### src/rtl/key_event_decoder.sv
// ============================================================================
// key_event_decoder : debounces the keypad scan vector and queues key presses
// Rev 1.0
// ============================================================================
`default_nettype none

module key_event_decoder #(
  parameter int DB_CYCLES  = 8,
  parameter int FIFO_DEPTH = 4
) (
  input  logic        clk,
  input  logic        rst,
  input  logic [16:0] key,
  output logic [3:0]  code,
  output logic        code_valid,
  input  logic        code_ready,
  output logic [15:0] pressed,
  output logic        any_pressed,
  output logic        overflow,
  input  logic        clr_ovf
);

  localparam int         c_PTR_W = $clog2(FIFO_DEPTH);
  localparam logic [7:0] c_DB    = 8'(DB_CYCLES);
  localparam logic [7:0] c_DB_M1 = 8'(DB_CYCLES - 1);
  localparam logic [c_PTR_W:0] c_FULL = (c_PTR_W + 1)'(FIFO_DEPTH);

  logic [15:0]        r_key_s;
  logic [7:0]         r_cnt;
  logic [15:0]        r_pressed;
  logic [15:0]        r_pressed_q;
  logic [15:0]        r_pending;
  logic               r_overflow;
  logic [3:0]         r_mem [FIFO_DEPTH];
  logic [c_PTR_W-1:0] r_wr_ptr;
  logic [c_PTR_W-1:0] r_rd_ptr;
  logic [c_PTR_W:0]   r_count;
  logic [3:0]         r_code;
  logic               r_code_valid;

  logic               w_stable;
  logic [15:0]        w_rise;
  logic [15:0]        w_sel_mask;
  logic [3:0]         w_sel_code;
  logic               w_pop;
  logic               w_push;
  logic               w_ovf_set;
  logic [15:0]        w_pending_next;
  logic [c_PTR_W:0]   w_count_next;
  logic [c_PTR_W-1:0] w_rd_next;
  logic [3:0]         w_head_next;
  logic               unused_key0;

  assign unused_key0 = key[0];

  assign w_stable = (key[16:1] == r_key_s);
  assign w_rise   = r_pressed & ~r_pressed_q;

  // Isolate the lowest pending bit and encode its index.
  always_comb begin
    w_sel_mask = r_pending & (~r_pending + 16'd1);
    w_sel_code = 4'd0;
    for (int i = 0; i < 16; i++) begin
      if (w_sel_mask[i]) w_sel_code = 4'(i);
    end
  end

  assign w_pop  = r_code_valid & code_ready;
  assign w_push = (|r_pending) & ((r_count != c_FULL) | w_pop);

  always_comb begin
    w_pending_next = r_pending;
    if (w_push) w_pending_next = w_pending_next & ~w_sel_mask;
    w_pending_next = w_pending_next | w_rise;
    // A rise on a bit still waiting (and not leaving this clock) merges two events.
    w_ovf_set = |(w_rise & r_pending & ~(w_push ? w_sel_mask : 16'd0));
  end

  assign w_count_next = r_count + (c_PTR_W + 1)'(w_push) - (c_PTR_W + 1)'(w_pop);
  assign w_rd_next    = r_rd_ptr + c_PTR_W'(w_pop);

  always_comb begin
    w_head_next = r_mem[w_rd_next];
    if (w_count_next == '0) w_head_next = 4'd0;
    else if (w_push && (w_rd_next == r_wr_ptr)) w_head_next = w_sel_code;
  end

  always_ff @(posedge clk) begin
    if (rst) begin
      r_key_s      <= '0;
      r_cnt        <= '0;
      r_pressed    <= '0;
      r_pressed_q  <= '0;
      r_pending    <= '0;
      r_overflow   <= 1'b0;
      r_wr_ptr     <= '0;
      r_rd_ptr     <= '0;
      r_count      <= '0;
      r_code       <= 4'd0;
      r_code_valid <= 1'b0;
    end else begin
      r_key_s <= key[16:1];
      // The edge that captures a new value is the first stable edge.
      if (!w_stable) r_cnt <= 8'd1;
      else if (r_cnt < c_DB) r_cnt <= r_cnt + 8'd1;
      if (w_stable && (r_cnt >= c_DB_M1)) r_pressed <= r_key_s;
      r_pressed_q  <= r_pressed;
      r_pending    <= w_pending_next;
      if (w_ovf_set) r_overflow <= 1'b1;
      else if (clr_ovf) r_overflow <= 1'b0;
      if (w_push) r_wr_ptr <= r_wr_ptr + c_PTR_W'(1);
      r_rd_ptr     <= w_rd_next;
      r_count      <= w_count_next;
      r_code       <= w_head_next;
      r_code_valid <= (w_count_next != '0);
    end
  end

  always_ff @(posedge clk) begin
    if (w_push) r_mem[r_wr_ptr] <= w_sel_code;
  end

  assign code        = r_code;
  assign code_valid  = r_code_valid;
  assign pressed     = r_pressed;
  assign any_pressed = |r_pressed;
  assign overflow    = r_overflow;

endmodule

`default_nettype wire

### config.mk
export PLATFORM = sky130hd
export DESIGN_NAME = key_event_decoder
export DESIGN_NICKNAME = d
export VERILOG_FILES = /design/src/rtl/key_event_decoder.sv
export SDC_FILE = /design/constraint.sdc
export NUM_CORES = 1
export LEC_CHECK = 0
export CORE_ASPECT_RATIO = 0.75
export CORE_MARGIN = 2
export CORE_UTILIZATION = 60
export DETAILED_ROUTE_END_ITERATION = 7
export PLACE_DENSITY = 0.84
export SLEW_MARGIN = 10
export SYNTH_ARGS = -nofsm -noshare
export SYNTH_HDL_FRONTEND = slang
export SYNTH_SLANG_ARGS = --single-unit
### constraint.sdc
create_clock -name clk -period 9.6 [get_ports clk]
set_input_delay 1.92 -clock clk [delete_from_list [all_inputs] [get_ports clk]]
set_output_delay 1.92 -clock clk [all_outputs]
set_load 0.05 [all_outputs]
# Yosys cells after proc, flatten, opt, wreduce, memory -nomap -nowiden

Memory sizes are Yosys's and may differ from the RTL's. A register that Yosys moved wholly into a read port is not among the register bits.
Index checks and enable logic that the tools add are counted.

Flip-flop bits (word level): 81
Bits in writable memories: 16
Bits of input ports: 21
Output and inout bits: 23
Logic and storage cells: 69
Memories: 1

$add $sub $neg: 6
Magnitude comparators: 2
Equal/unequal tests: 3
Muxes and demuxes: 23
Bitwise logic cells: 14
Reduce and logical (&&, ||, !) cells: 9

Memories:

| name  | depth | width | read ports | clocked after Yosys merged registers in | wr ports | RTL line | text |
|---|---|---|---|---|---|---|---|
| r_mem | 4     | 4     | 1          | 1                                       | 1        | 34       | `logic [3:0] r_mem [FIFO_DEPTH];` |

Operators with widths:

| operator                                                                            | count |
|---|---|
| 16-bit bitwise AND                                                                  | 5 |
| 16-bit NOT                                                                          | 4 |
| 4-bit 2-to-1 mux                                                                    | 14 |
| 16-bit OR reduction                                                                 | 3 |
| 16-bit 2-to-1 mux                                                                   | 2 |
| 16-bit by 1-bit adder with 16-bit output, second input constant                     | 1 |
| 16-bit equality test                                                                | 1 |
| 16-bit OR                                                                           | 1 |
| 8-bit by 1-bit adder with 8-bit output, second input constant                       | 1 |
| 8-bit by 3-bit greater-or-equal comparator with 1-bit output, second input constant | 1 |
| 8-bit by 4-bit less-than comparator with 1-bit output, second input constant        | 1 |
| 1-bit 2-to-1 mux                                                                    | 7 |
| 2-bit OR reduction                                                                  | 2 |
| 3-bit by 1-bit adder with 3-bit output                                              | 1 |
| 3-bit logical NOT                                                                   | 1 |
| 3-bit != test, second input constant                                                | 1 |
| 3-bit nonzero test                                                                  | 1 |
| 3-bit by 1-bit subtractor with 3-bit output                                         | 1 |
| 2-bit by 1-bit adder with 2-bit output                                              | 1 |
| 2-bit by 1-bit adder with 2-bit output, second input constant                       | 1 |
| 1-bit bitwise AND                                                                   | 2 |
| 2-bit by 1-bit != test with 1-bit output, second input constant                     | 1 |
| 2-bit nonzero test                                                                  | 1 |
| 1-bit logical AND                                                                   | 1 |
| other kinds (2)                                                                     | 2 |

# Logic depth before layout (Yosys ltp)

Gate-level depths: netlist of the first run.

Depth in word-level cells: 18
Depth in mapped cells: 16

# Worst setup path before layout of the first run

No wires, ideal clock.

Kind: input to register
Start: input code_ready
End: register r_code[0] (netlist: code[0]), read port of r_mem
Setup time: 0.116 ns
Arrival time: 4.510 ns
Path slack: 4.974 ns
Stages on the path: 15
Buffers on the path: 1
Cell sequence: a211oi_1 > nand2_1 > o31a_4 > inv_4 > buf_12 > ha_1 > inv_1 > ha_1 > inv_1 > fa_1 > xor2_1 > xnor2_1 > a31o_2 > nor3b_1 > a31o_2

Word-level cells in the longest chain between the ends: 7
Elaborated cells on any way between the ends: 8

RTL lines:

| item                                        | RTL line | text |
|---|---|---|
| start, declared                             | 16       | `input logic code_ready,` |
| 1-bit bitwise AND *                         | 68       | `assign w_pop = r_code_valid & code_ready;` |
| 1-bit OR                                    | 69       | `assign w_push = (\|r_pending) & ((r_count != c_FULL) \| w_pop);` |
| 1-bit bitwise AND                           | 69       |  |
| 3-bit by 1-bit adder with 3-bit output      | 79       | `assign w_count_next = r_count + (c_PTR_W + 1)'(w_push) - (c_PTR_W + 1)'(w_pop);` |
| 3-bit by 1-bit subtractor with 3-bit output | 79       |  |
| 3-bit logical NOT                           | 84       | `if (w_count_next == '0) w_head_next = 4'd0;` |
| 2-bit OR reduction (no line)                | --       |  |
| end, declared                               | 38       | `logic [3:0] r_code;` |

Every way passes the cells marked *; elsewhere a longest branch is shown, timed or not.
A chain may end at the register's enable or synchronous reset.

# Worst setup path after layout of the first run

Ends and elaborated chain as after synthesis.

==> summary.md, run 1 <==
| Metric | Value |
|---|---|
| Shortest clock period the worst path allows after layout | `roughly 5.1 ns` |
| Distinct cells, synth | `between 60 and 70` |
| Die span in x | `a little over 100 um` |
| Largest cells by area after synthesis | `sky130_fd_sc_hd__dfxtp_1 (40%), sky130_fd_sc_hd__edfxtp_1 (11%), sky130_fd_sc_hd__nor2b_1 (5.9%)` |
| H-tree depth reported by CTS | `3` |
| Run status | `completed` |
| Transition time at the pin with the least slew margin | `1.23 ns` |
| Crit path capture type | `flop` |
| Final RePlAce weighted congestion | `between 0.9 and 1` |
| Syn. warnings | `0` |
| IR drop worst, VDD | `between 0.0001 and 0.00015 V` |
| PwrDens | `177 nW/um^2` |
| Floorplan row count | `26` |
| Worst clock skew | `0.0128 ns` |
| Detailed route wirelength on metal3 | `between 300 and 400 um` |
| Diodes inserted | `0` |
| Setup TNS | `0 ns` |
| Max-slew headroom at the worst pin | `~18%` |
| Sequential cell area fraction in the yosys report | `51.4%` |
| Count of buffers added by post-CTS timing repair for setup | `0` |
| Synthesized cell area | `roughly 4200 sq um` |
| Dominant cell type by area after synthesis | `sky130_fd_sc_hd__dfxtp_1` |
| Layout cells sized above 1 | `9.75%` |
| Fraction of registers with async set or reset after synthesis | `0%` |
| Top Layer Used | `met4` |
| Launching element type of the critical path | `input port` |
| Number of detailed-route iterations in the first pass | `4` |
| Critical-path cell list | `clkdlybuf4s50_1, a211oi_1, nand2_1, o31a_4, inv_4, ha_1, inv_1, ha_1, inv_1, fa_1, xor2_1, xnor2_1, a31o_2, nor3b_1, a31o_2` |
| Final Routed Wirelength | `8.17 mm` |
| Met1 routed wirelength after detailed routing | `just over 4 mm` |
| Largest net degree at the start of global routing | `79` |
| Wire length of the first global-routing pass | `between 10 and 15 mm` |
| Final cell count without fillers | `between 500 and 600` |
| Highest clock frequency the design can meet | `about 200 MHz` |
| Routed vias | `a little under 3000` |
| Filler cell count | `about 510` |
| Final Cycle Share | `between 50 and 60%` |
| Post-synth top flop | `sky130_fd_sc_hd__dfxtp_1` |
| Area added between synthesis and finish | `14.6%` |
| Average instance area after synthesis | `10.7 sq um` |
| Hold Fails Final Rpt | `0` |
| Synthesized netlist cell count | `~400` |
| Met2 wirelength from detailed routing | `about 3.7 mm` |
| Hold/Removal Path Class | `flop to flop` |
| Final net count | `around 470` |
| Number of max-cap violations | `0` |
| Count of buffers inserted at the top-level ports | `42` |
| Synthesized netlist net count | `around 430` |
| Die H | `76.8 um` |
| Hold_buf cts | `0` |
| Total core area | `approximately 6800 sq um` |
| Data required time of the critical path | `between 9 and 10 ns` |
| Crit-path leading delay family | `compound AO/OA/AOI/OAI gates` |
| Cell with the largest stage delay on the worst path | `sky130_fd_sc_hd__a211oi_1` |
| IO Count | `between 40 and 50` |
| Die Outline Area | `between 7000 and 8000 sq um` |
| Post-route ant nets | `0` |
| Max-slew violation count | `0` |
| Grt ovf | `0` |
| CTS buffer count | `9` |
| Clock Latency Late Sink | `about 0.36 ns` |
| Setup violation total in the final timing report | `0` |
| Clock sink total | `just over 100` |
| Largest stage delay on the critical path | `roughly 0.48 ns` |
| Final HPWL from detailed placement | `just under 6 mm` |
| Master cell of the clock root buffer | `sky130_fd_sc_hd__clkbuf_8` |
| Share of the synthesized area in the top cell type | `around two fifths` |
| Initial antenna violation count | `0` |
| Remaining DRCs | `0` |
| Cell count after placement | `approximately 500` |
| Leakage power | `1.81 nW` |
| Endpoint arrival time on the critical path | `between 5 and 6 ns` |
| Unrepaired setup endpoints after global routing | `false` |
| GRT Resource Usage Total | `about 22%` |
| Starting utilization of the core area | `between 60% and 70%` |
| Number of buffer and inverter stages on the critical path | `4` |
| First DRT Iteration DRCs | `~180` |
| Maximum clock insertion buffer count | `2` |
| Number of flops mapped to enable cells by yosys | `16` |
| Area of the multi-input gates | `about 1900 sq um` |
| Clock tree from TritonCTS | `yes` |
| Cts repair resizes | `0` |
| Number of global-route vias before repair | `about 2800` |
| Number of vias per cell | `between 5 and 6` |
| Flip-flop and latch area | `~2200 sq um` |
| Crit-path max FO | `12` |
| Flip-flop and latch count after synthesis | `101` |
| Average detailed-routed wire length per instance | `roughly 16 um` |
| Kind of critical path | `input port to flop` |
| Clock slew seen by the registers of the worst setup and hold paths | `0.10 ns` |
synth_stat cells (all sizes together), types with 3 or more instances:
cell type / n
dfxtp: 85
nor2b: 40
nor2: 39
xor2: 21
a21oi: 20
mux2i: 20
edfxtp: 16
inv: 16
nand2: 15
nor4: 12
and2: 10
clkbuf: 8
ha: 8
nand2b: 8
nor3: 6
buf: 5
o21ai: 5
a211oi: 4
a31oi: 4
mux4: 4
nand4: 4
o31ai: 3
xnor2: 3
cells by family after synthesis:
kind of cell,after synthesis,synth area share (%)
xor+xnor,24,4.95
compound gates,62,10.9
mux,24,6.84
buf+inv,30,3.65
fa+ha+maj,9,2.83
flops,101,51.4
simple gates,146,19.5
routing by layer:
metal,global-route usage (%),vias up
met3,7.11,7
met2,34.6,61
met1,30.6,1354
li1,-,1460
met5,0,-
met4,4.32,0
placed cells by master, fill, tap and decap left out, types with 3 or more instances in the layout:
cell                              count
sky130_fd_sc_hd__ha_1                 8
sky130_fd_sc_hd__a31oi_1              4
sky130_fd_sc_hd__xor2_1              21
sky130_fd_sc_hd__and2_2               5
sky130_fd_sc_hd__and2_1               5
sky130_fd_sc_hd__nand4_1              4
sky130_fd_sc_hd__nor3_1               6
sky130_fd_sc_hd__a21oi_1             19
sky130_fd_sc_hd__a211oi_1             3
sky130_fd_sc_hd__nand2b_1             8
sky130_fd_sc_hd__xnor2_1              3
sky130_fd_sc_hd__nand2_1             15
sky130_fd_sc_hd__nor2_1              39
sky130_fd_sc_hd__inv_1               15
sky130_fd_sc_hd__nor2b_1             40
sky130_fd_sc_hd__mux4_2               4
sky130_fd_sc_hd__o31ai_1              3
sky130_fd_sc_hd__mux2i_1             20
sky130_fd_sc_hd__clkbuf_8            10
sky130_fd_sc_hd__nor4_1               9
sky130_fd_sc_hd__edfxtp_1            16
sky130_fd_sc_hd__dfxtp_1             85
sky130_fd_sc_hd__o21ai_0              4
sky130_fd_sc_hd__clkdlybuf4s50_1     41
registers in the layout (all words and copies together) (netlist names):
| signal | cells |
|---|---|
| pressed | 16 |
| r_key_s | 16 |
| r_mem | 16 |
| r_pending | 16 |
| r_pressed_q | 16 |
| r_cnt | 8 |
| code | 4 |
| r_count | 3 |
| r_rd_ptr | 2 |
| r_wr_ptr | 2 |
| code_valid | 1 |
| overflow | 1 |
cell type report:
type | count | area share [%]
multi-input combinational | 265 | 39.2
timing repair buffer | 43 | 8.69
clock buffer | 10 | 2.83
tap | 84 | 2.16
sequential | 101 | 44.9
clock inverter | 6 | 0.952
inverter | 16 | 1.29
stage by stage:
| step | setup WS (ns) | utilization (%) | total power (W) | instance area, sq um | hold WS [ns] |
|---|---|---|---|---|---|
| 2_1_floorplan | 4.97 | - | 0.000581 | 4250 | 0.420 |
| 3_3_place_gp | 4.27 | 68.5 | 0.000621 | 4680 | 0.435 |
| 3_5_place_dp | 4.21 | 68.5 | 0.000626 | 4680 | 0.438 |
| 4_1_cts | 4.55 | 71.2 | 0.000869 | 4860 | 0.464 |
| 5_1_grt | 4.33 | 71.2 | 0.000900 | 4860 | 0.483 |
| 6_report | 4.53 | 71.2 | 0.000862 | 4860 | 0.462 |
final timing paths:
path,startpoint,end,slack (ns),cells past startpoint
worst min-delay path,r_cnt[5],r_cnt[5],0.46,1
worst min register to register,r_cnt[5],r_cnt[5],0.46,1
worst max-delay path,code_ready,code[0],4.53,15
worst max register to register,r_count[1],code[0],6.13,14
where the power goes:
group          internal (W)  switching, W  leakage [nW]
Sequential         0.000447     0.0000112         0.840
Combinational     0.0000665     0.0000908         0.880
Clock              0.000103      0.000144        0.0889
Total              0.000617      0.000246          1.81
No activity file was read; power rests on OpenSTA's default activity.
==> inputs of run 2 (changes only) <==
CORE_UTILIZATION = 56   (was 60)
PLACE_DENSITY = 0.79   (was 0.84)
clock period = 5 ns   (was 9.6 ns; I/O delays follow)
==> run 2 against run 1 <==
  * Worst hold slack improved by 0.0012 ns
  * Combinational power increased by 96%
  * Non-clock buffer count increased by 2
  * Largest cell class unchanged
==> summary.md, run 2 (same netlist as run 1, synthesis figures left out) <==
| Metric | Value |
|---|---|
| GRT Resource Usage Total | `a little over a fifth` |
| Post-route ant nets | `0` |
| Number of global-route vias before repair | `around 2800` |
| Clock sink total | `about 100` |
| Critical-path cell list | `clkdlybuf4s50_1, a211oi_1, nand2_1, o31a_4, inv_4, ha_1, inv_1, ha_1, inv_1, fa_1, xor2_1, xnor2_1, a31o_2, nor3b_1, a31o_2` |
| Clock network fraction of total power | `about 30%` |
| Leakage power | `around 1.8 nW` |
| First DRT Iteration DRCs | `around 160` |
| Hold Fails Final Rpt | `0` |
| Launching element type of the critical path | `input port` |
| IR drop worst, VDD | `roughly 0.00019 V` |
| Number of detailed-route iterations in the first pass | `4` |
| Number of buffer and inverter stages on the critical path | `4` |
| Internal | `between 0.001 and 0.0015 W` |
| Run status | `completed` |
| Hold/Removal Path Class | `flop to flop` |
| Switching power as a share of total power | `28.1%` |
| Crit path capture type | `flop` |
| Worst clock skew | `~0.0091 ns` |
| Cts repair resizes | `0` |
| Most common cell after layout, fill and taps aside | `sky130_fd_sc_hd__dfxtp_1` |
| Data required time of the critical path | `between 5 and 6 ns` |
| Total core area | `roughly 7300 sq um` |
| Remaining DRCs | `0` |
| Unrepaired setup endpoints after global routing | `false` |
| Setup violation total in the final timing report | `0` |
| Combinational share of power | `a little under a fifth` |
| Cell count after placement | `528` |
| Count of buffers inserted at the top-level ports | `42` |
| IO Count | `44` |
| Number of vias per cell | `about 5.4` |
| Transition time at the pin with the least slew margin | `roughly 0.84 ns` |
| Die Outline Area | `8300 sq um` |
| Maximum clock insertion buffer count | `2` |
| Hold_buf cts | `0` |
| Max-slew violation count | `0` |
| Largest net degree at the start of global routing | `53` |
| H-tree depth reported by CTS | `3` |
| Final Cycle Share | `slightly below 80%` |
| Initial antenna violation count | `0` |
| Endpoint arrival time on the critical path | `4.28 ns` |
| Count of buffers added by post-CTS timing repair for setup | `0` |
| Die span in x | `between 100 and 150 um` |
| Largest stage delay on the critical path | `0.48 ns` |
| Clock tree from TritonCTS | `yes` |
| Starting utilization of the core area | `between 50% and 60%` |
| Area added between synthesis and finish | `15.8%` |
| Final cell count without fillers | `~540` |
| Final net count | `468` |
| Routed vias | `slightly below 3000` |
| Crit-path max FO | `12` |
| Layout cells sized above 1 | `approximately a tenth` |
| Cell with the largest stage delay on the worst path | `sky130_fd_sc_hd__a211oi_1` |
| Clock slew seen by the registers of the worst setup and hold paths | `around 0.09 ns` |
| Clock Latency Late Sink | `between 0.3 and 0.4 ns` |
| Setup TNS | `0 ns` |
| Crit-path leading delay family | `compound AO/OA/AOI/OAI gates` |
| Average detailed-routed wire length per instance | `between 15 and 20 um` |
| CTS buffer count | `9` |
| Shortest clock period the worst path allows after layout | `3.97 ns` |
| Diodes inserted | `0` |
| Master cell of the clock root buffer | `sky130_fd_sc_hd__clkbuf_8` |
| Final RePlAce weighted congestion | `around 0.89` |
| Die H | `79.4 um` |
| Grt ovf | `0` |
| Net switching power | `approximately 0.00048 W` |
| Part of the total power dissipated in sequential elements | `just over 50%` |
| Floorplan row count | `27` |
| Final HPWL from detailed placement | `approximately 6.1 mm` |
| Number of max-cap violations | `0` |
| PwrDens | `approximately 340 nW/um^2` |
| Wire length of the first global-routing pass | `13.9 mm` |
| Final Routed Wirelength | `8.45 mm` |
| Highest clock frequency the design can meet | `around 250 MHz` |
| Commonest non-fill, non-tap cells in the layout | `sky130_fd_sc_hd__dfxtp_1 (85), sky130_fd_sc_hd__clkdlybuf4s50_1 (41), sky130_fd_sc_hd__nor2b_1 (40)` |
| Max-slew headroom at the worst pin | `approximately 43%` |
| Kind of critical path | `input port to flop` |
[run 2: cell count changes in the layout (fill, tap and decap cells not counted)]
cell / change
sky130_fd_sc_hd__inv_4: +1
sky130_fd_sc_hd__clkbuf_16: +1
sky130_fd_sc_hd__inv_6: +2
sky130_fd_sc_hd__buf_4: +2
sky130_fd_sc_hd__clkinv_4: -2
sky130_fd_sc_hd__clkinvlp_4: -2
[run 2: path summary, 6_finish.rpt]
check | start | to | slack [ns] | cells past startpoint
worst min-delay path | r_cnt[5] | r_cnt[5] | 0.46 | 1
worst max-delay path | code_ready | code[0] | 1.03 | 15
worst min register to register | r_cnt[5] | r_cnt[5] | 0.46 | 1
worst max register to register | r_pending[0] | code[0] | 1.51 | 14
[run 2: per-stage QoR]
step	hold slack [ns]	total power (W)	setup WS, ns	utilization (%)	cell area (sq um)
finish	0.463	0.00170	1.03	67.1	4920
global route	0.485	0.00177	0.816	67.1	4920
CTS	0.465	0.00171	1.03	67.1	4920
detailed placement	0.440	0.00121	0.713	64.3	4720
global placement	0.435	0.00120	0.809	64.3	4720
floorplan	0.420	0.00111	1.29	-	4250
[run 2: power groups by stage]
stage               clock network (W)  logic [W]  registers [W]
floorplan                           0   0.000153       0.000962
global placement                    0   0.000298       0.000899
detailed placement                  0   0.000307       0.000900
CTS                          0.000520   0.000309       0.000881
global route                 0.000551   0.000334       0.000886
finish                       0.000507   0.000308       0.000881
[run 2: layout make-up]
cell class,count,area [sq um]
fill,576,2410
clock buffer,11,163
inverter,16,62.6
timing repair buffer,45,438
sequential,101,2180
multi-input combinational,265,1910
clock inverter,5,37.5
tap,101,126
[run 2: metal layers]
layer | up-vias | track usage (%) | wire [um]
li1 | 1465 | - | -
met1 | 1399 | 30.1 | 4150
met2 | 84 | 33.9 | 3740
met3 | 6 | 6.04 | 497
met4 | 0 | 4.05 | 65
met5 | - | 0 | 0
==> inputs of run 3 (changes only) <==
CORE_UTILIZATION = 51   (was 56)
PLACE_DENSITY = 0.76   (was 0.79)
clock period = 3.5 ns   (was 5 ns; I/O delays follow)
==> run 3 against run 2 <==
  * Via count barely moved
  * Worst hold slack got worse by 0.0064 ns
  * Sequential power rose by 43%
  * Critical path depth fell by 1
  * Power rose by 44%
  * Clock skew rose by 0.0016 ns
  * Final area rose by 1.1%
  * Critical endpoint unchanged
  * Largest cell class unchanged
  * Highest routed layer unchanged
==> summary.md, run 3 (same netlist as run 1, synthesis figures left out) <==
| Metric | Value |
|---|---|
| Fin area | `about 5000 sq um` |
| Total core area | `7990 sq um` |
| Number of vias per cell | `5.34` |
| Post-route ant nets | `0` |
| Number of buffer and inverter stages on the critical path | `3` |
| Initial antenna violation count | `0` |
| Clock tree from TritonCTS | `yes` |
| Area added between synthesis and finish | `17.1%` |
| Die span in x | `109 um` |
| Crit path capture type | `flop` |
| First DRT Iteration DRCs | `around 200` |
| Hold Fails Final Rpt | `0` |
| Crit-path leading delay family | `simple AND/OR/NAND/NOR gates` |
| Largest net degree at the start of global routing | `45` |
| Setup violation total in the final timing report | `0` |
| Final net count | `~470` |
| Critical-path cell list | `nor4_4, nand4_1, o31a_4, inv_4, ha_1, inv_1, ha_1, inv_1, fa_1, xor2_1, xnor2_1, a31o_2, nor3b_1, a31o_2` |
| Number of global-route vias before repair | `2857` |
| Final-layout worst hold slack | `roughly 0.46 ns` |
| Final Cycle Share | `91.3%` |
| Hold_buf cts | `0` |
| Unrepaired setup endpoints after global routing | `false` |
| Leakage power | `roughly 1.9 nW` |
| Shortest clock period the worst path allows after layout | `approximately 3.2 ns` |
| Max-slew headroom at the worst pin | `about half` |
| Maximum clock insertion buffer count | `2` |
| Kind of critical path | `flop to flop` |
| Final RePlAce weighted congestion | `0.920` |
| Highest clock frequency the design can meet | `313 MHz` |
| Cts repair resizes | `0` |
| Clock Latency Late Sink | `0.37 ns` |
| Area of placed instances | `roughly 4800 sq um` |
| Floorplan row count | `28` |
| Run status | `completed` |
| Final HPWL from detailed placement | `6.08 mm` |
| Total design power | `around 0.0024 W` |
| Worst clock skew | `~0.011 ns` |
| Most common cell after layout, fill and taps aside | `sky130_fd_sc_hd__dfxtp_1` |
| Clock sink total | `about 100` |
| IR drop worst, VDD | `0.000361 V` |
| Post-layout utilization of the core | `62.2%` |
| Final Routed Wirelength | `about 8.3 mm` |
| Crit-path max FO | `9` |
| CTS buffer count | `9` |
| Master cell of the clock root buffer | `sky130_fd_sc_hd__clkbuf_8` |
| Data required time of the critical path | `around 3.8 ns` |
| Wire length of the first global-routing pass | `14.0 mm` |
| Commonest non-fill, non-tap cells in the layout | `sky130_fd_sc_hd__dfxtp_1 (85), sky130_fd_sc_hd__clkdlybuf4s50_1 (41), sky130_fd_sc_hd__nor2b_1 (40)` |
| Die Outline Area | `approximately 9100 sq um` |
| Number of detailed-route iterations in the first pass | `4` |
| Endpoint arrival time on the critical path | `~3.5 ns` |
| IO Count | `44` |
| Max-slew violation count | `0` |
| Layout cells sized above 1 | `between 10 and 15%` |
| Cell with the largest stage delay on the worst path | `sky130_fd_sc_hd__dfxtp_1` |
| Grt ovf | `0` |
| Largest stage delay on the critical path | `approximately 0.42 ns` |
| Transition time at the pin with the least slew margin | `around 0.77 ns` |
| Clock slew seen by the registers of the worst setup and hold paths | `0.09 ns` |
| PwrDens | `about 490 nW/um^2` |
| H-tree depth reported by CTS | `3` |
| Number of max-cap violations | `0` |
| Setup TNS | `0 ns` |
| Count of buffers inserted at the top-level ports | `between 40 and 50` |
| Remaining DRCs | `0` |
| Diodes inserted | `0` |
| Count of buffers added by post-CTS timing repair for setup | `0` |
| Starting utilization of the core area | `between 50 and 60%` |
| Launching element type of the critical path | `flop` |
| GRT Resource Usage Total | `between 15 and 20%` |
| Routed vias | `about 3000` |
| Die H | `~83 um` |
| Average detailed-routed wire length per instance | `~15 um` |
| Hold/Removal Path Class | `flop to flop` |
run 3: path summary, 6_finish.rpt:
kind	from	to	slack, ns	cells after the start
worst min-delay path	r_cnt[6]	r_cnt[6]	0.46	1
worst max-delay path	r_pending[0]	code[0]	0.30	14
worst max register to register	r_pending[0]	code[0]	0.30	14
worst min register to register	r_cnt[6]	r_cnt[6]	0.46	1
run 3: per-layer routing:
metal / share of wire (%) / vias to the layer above / global-route usage, %
li1: - / 1474 / -
met1: 50 / 1393 / 28.3
met2: 42 / 74 / 28.1
met3: 5.8 / 11 / 6.51
met4: 1.6 / 0 / 5.41
met5: 0 / - / 0
run 3: final cells by class:
class	count	area, sq um
Fill cell	680	3020
Sequential cell	101	2180
Multi-Input combinational cell	265	1910
Timing Repair Buffer	50	488
Tap cell	105	131
Clock buffer	10	128
Clock inverter	6	71.3
Inverter	16	62.6
run 3: power breakdown:
part | internal, W | switching (W)
Combinational | 0.000205 | 0.000246
Sequential | 0.00123 | 0.0000307
Clock | 0.000337 | 0.000397
Total | 0.00177 | 0.000673
run 3: stage by stage:
stage	instances	setup slack, ns
finish	553	0.304
global route	553	0.0776
CTS	553	0.291
detailed placement	537	-0.0157
global placement	537	0.0398
floorplan	396	0.0942
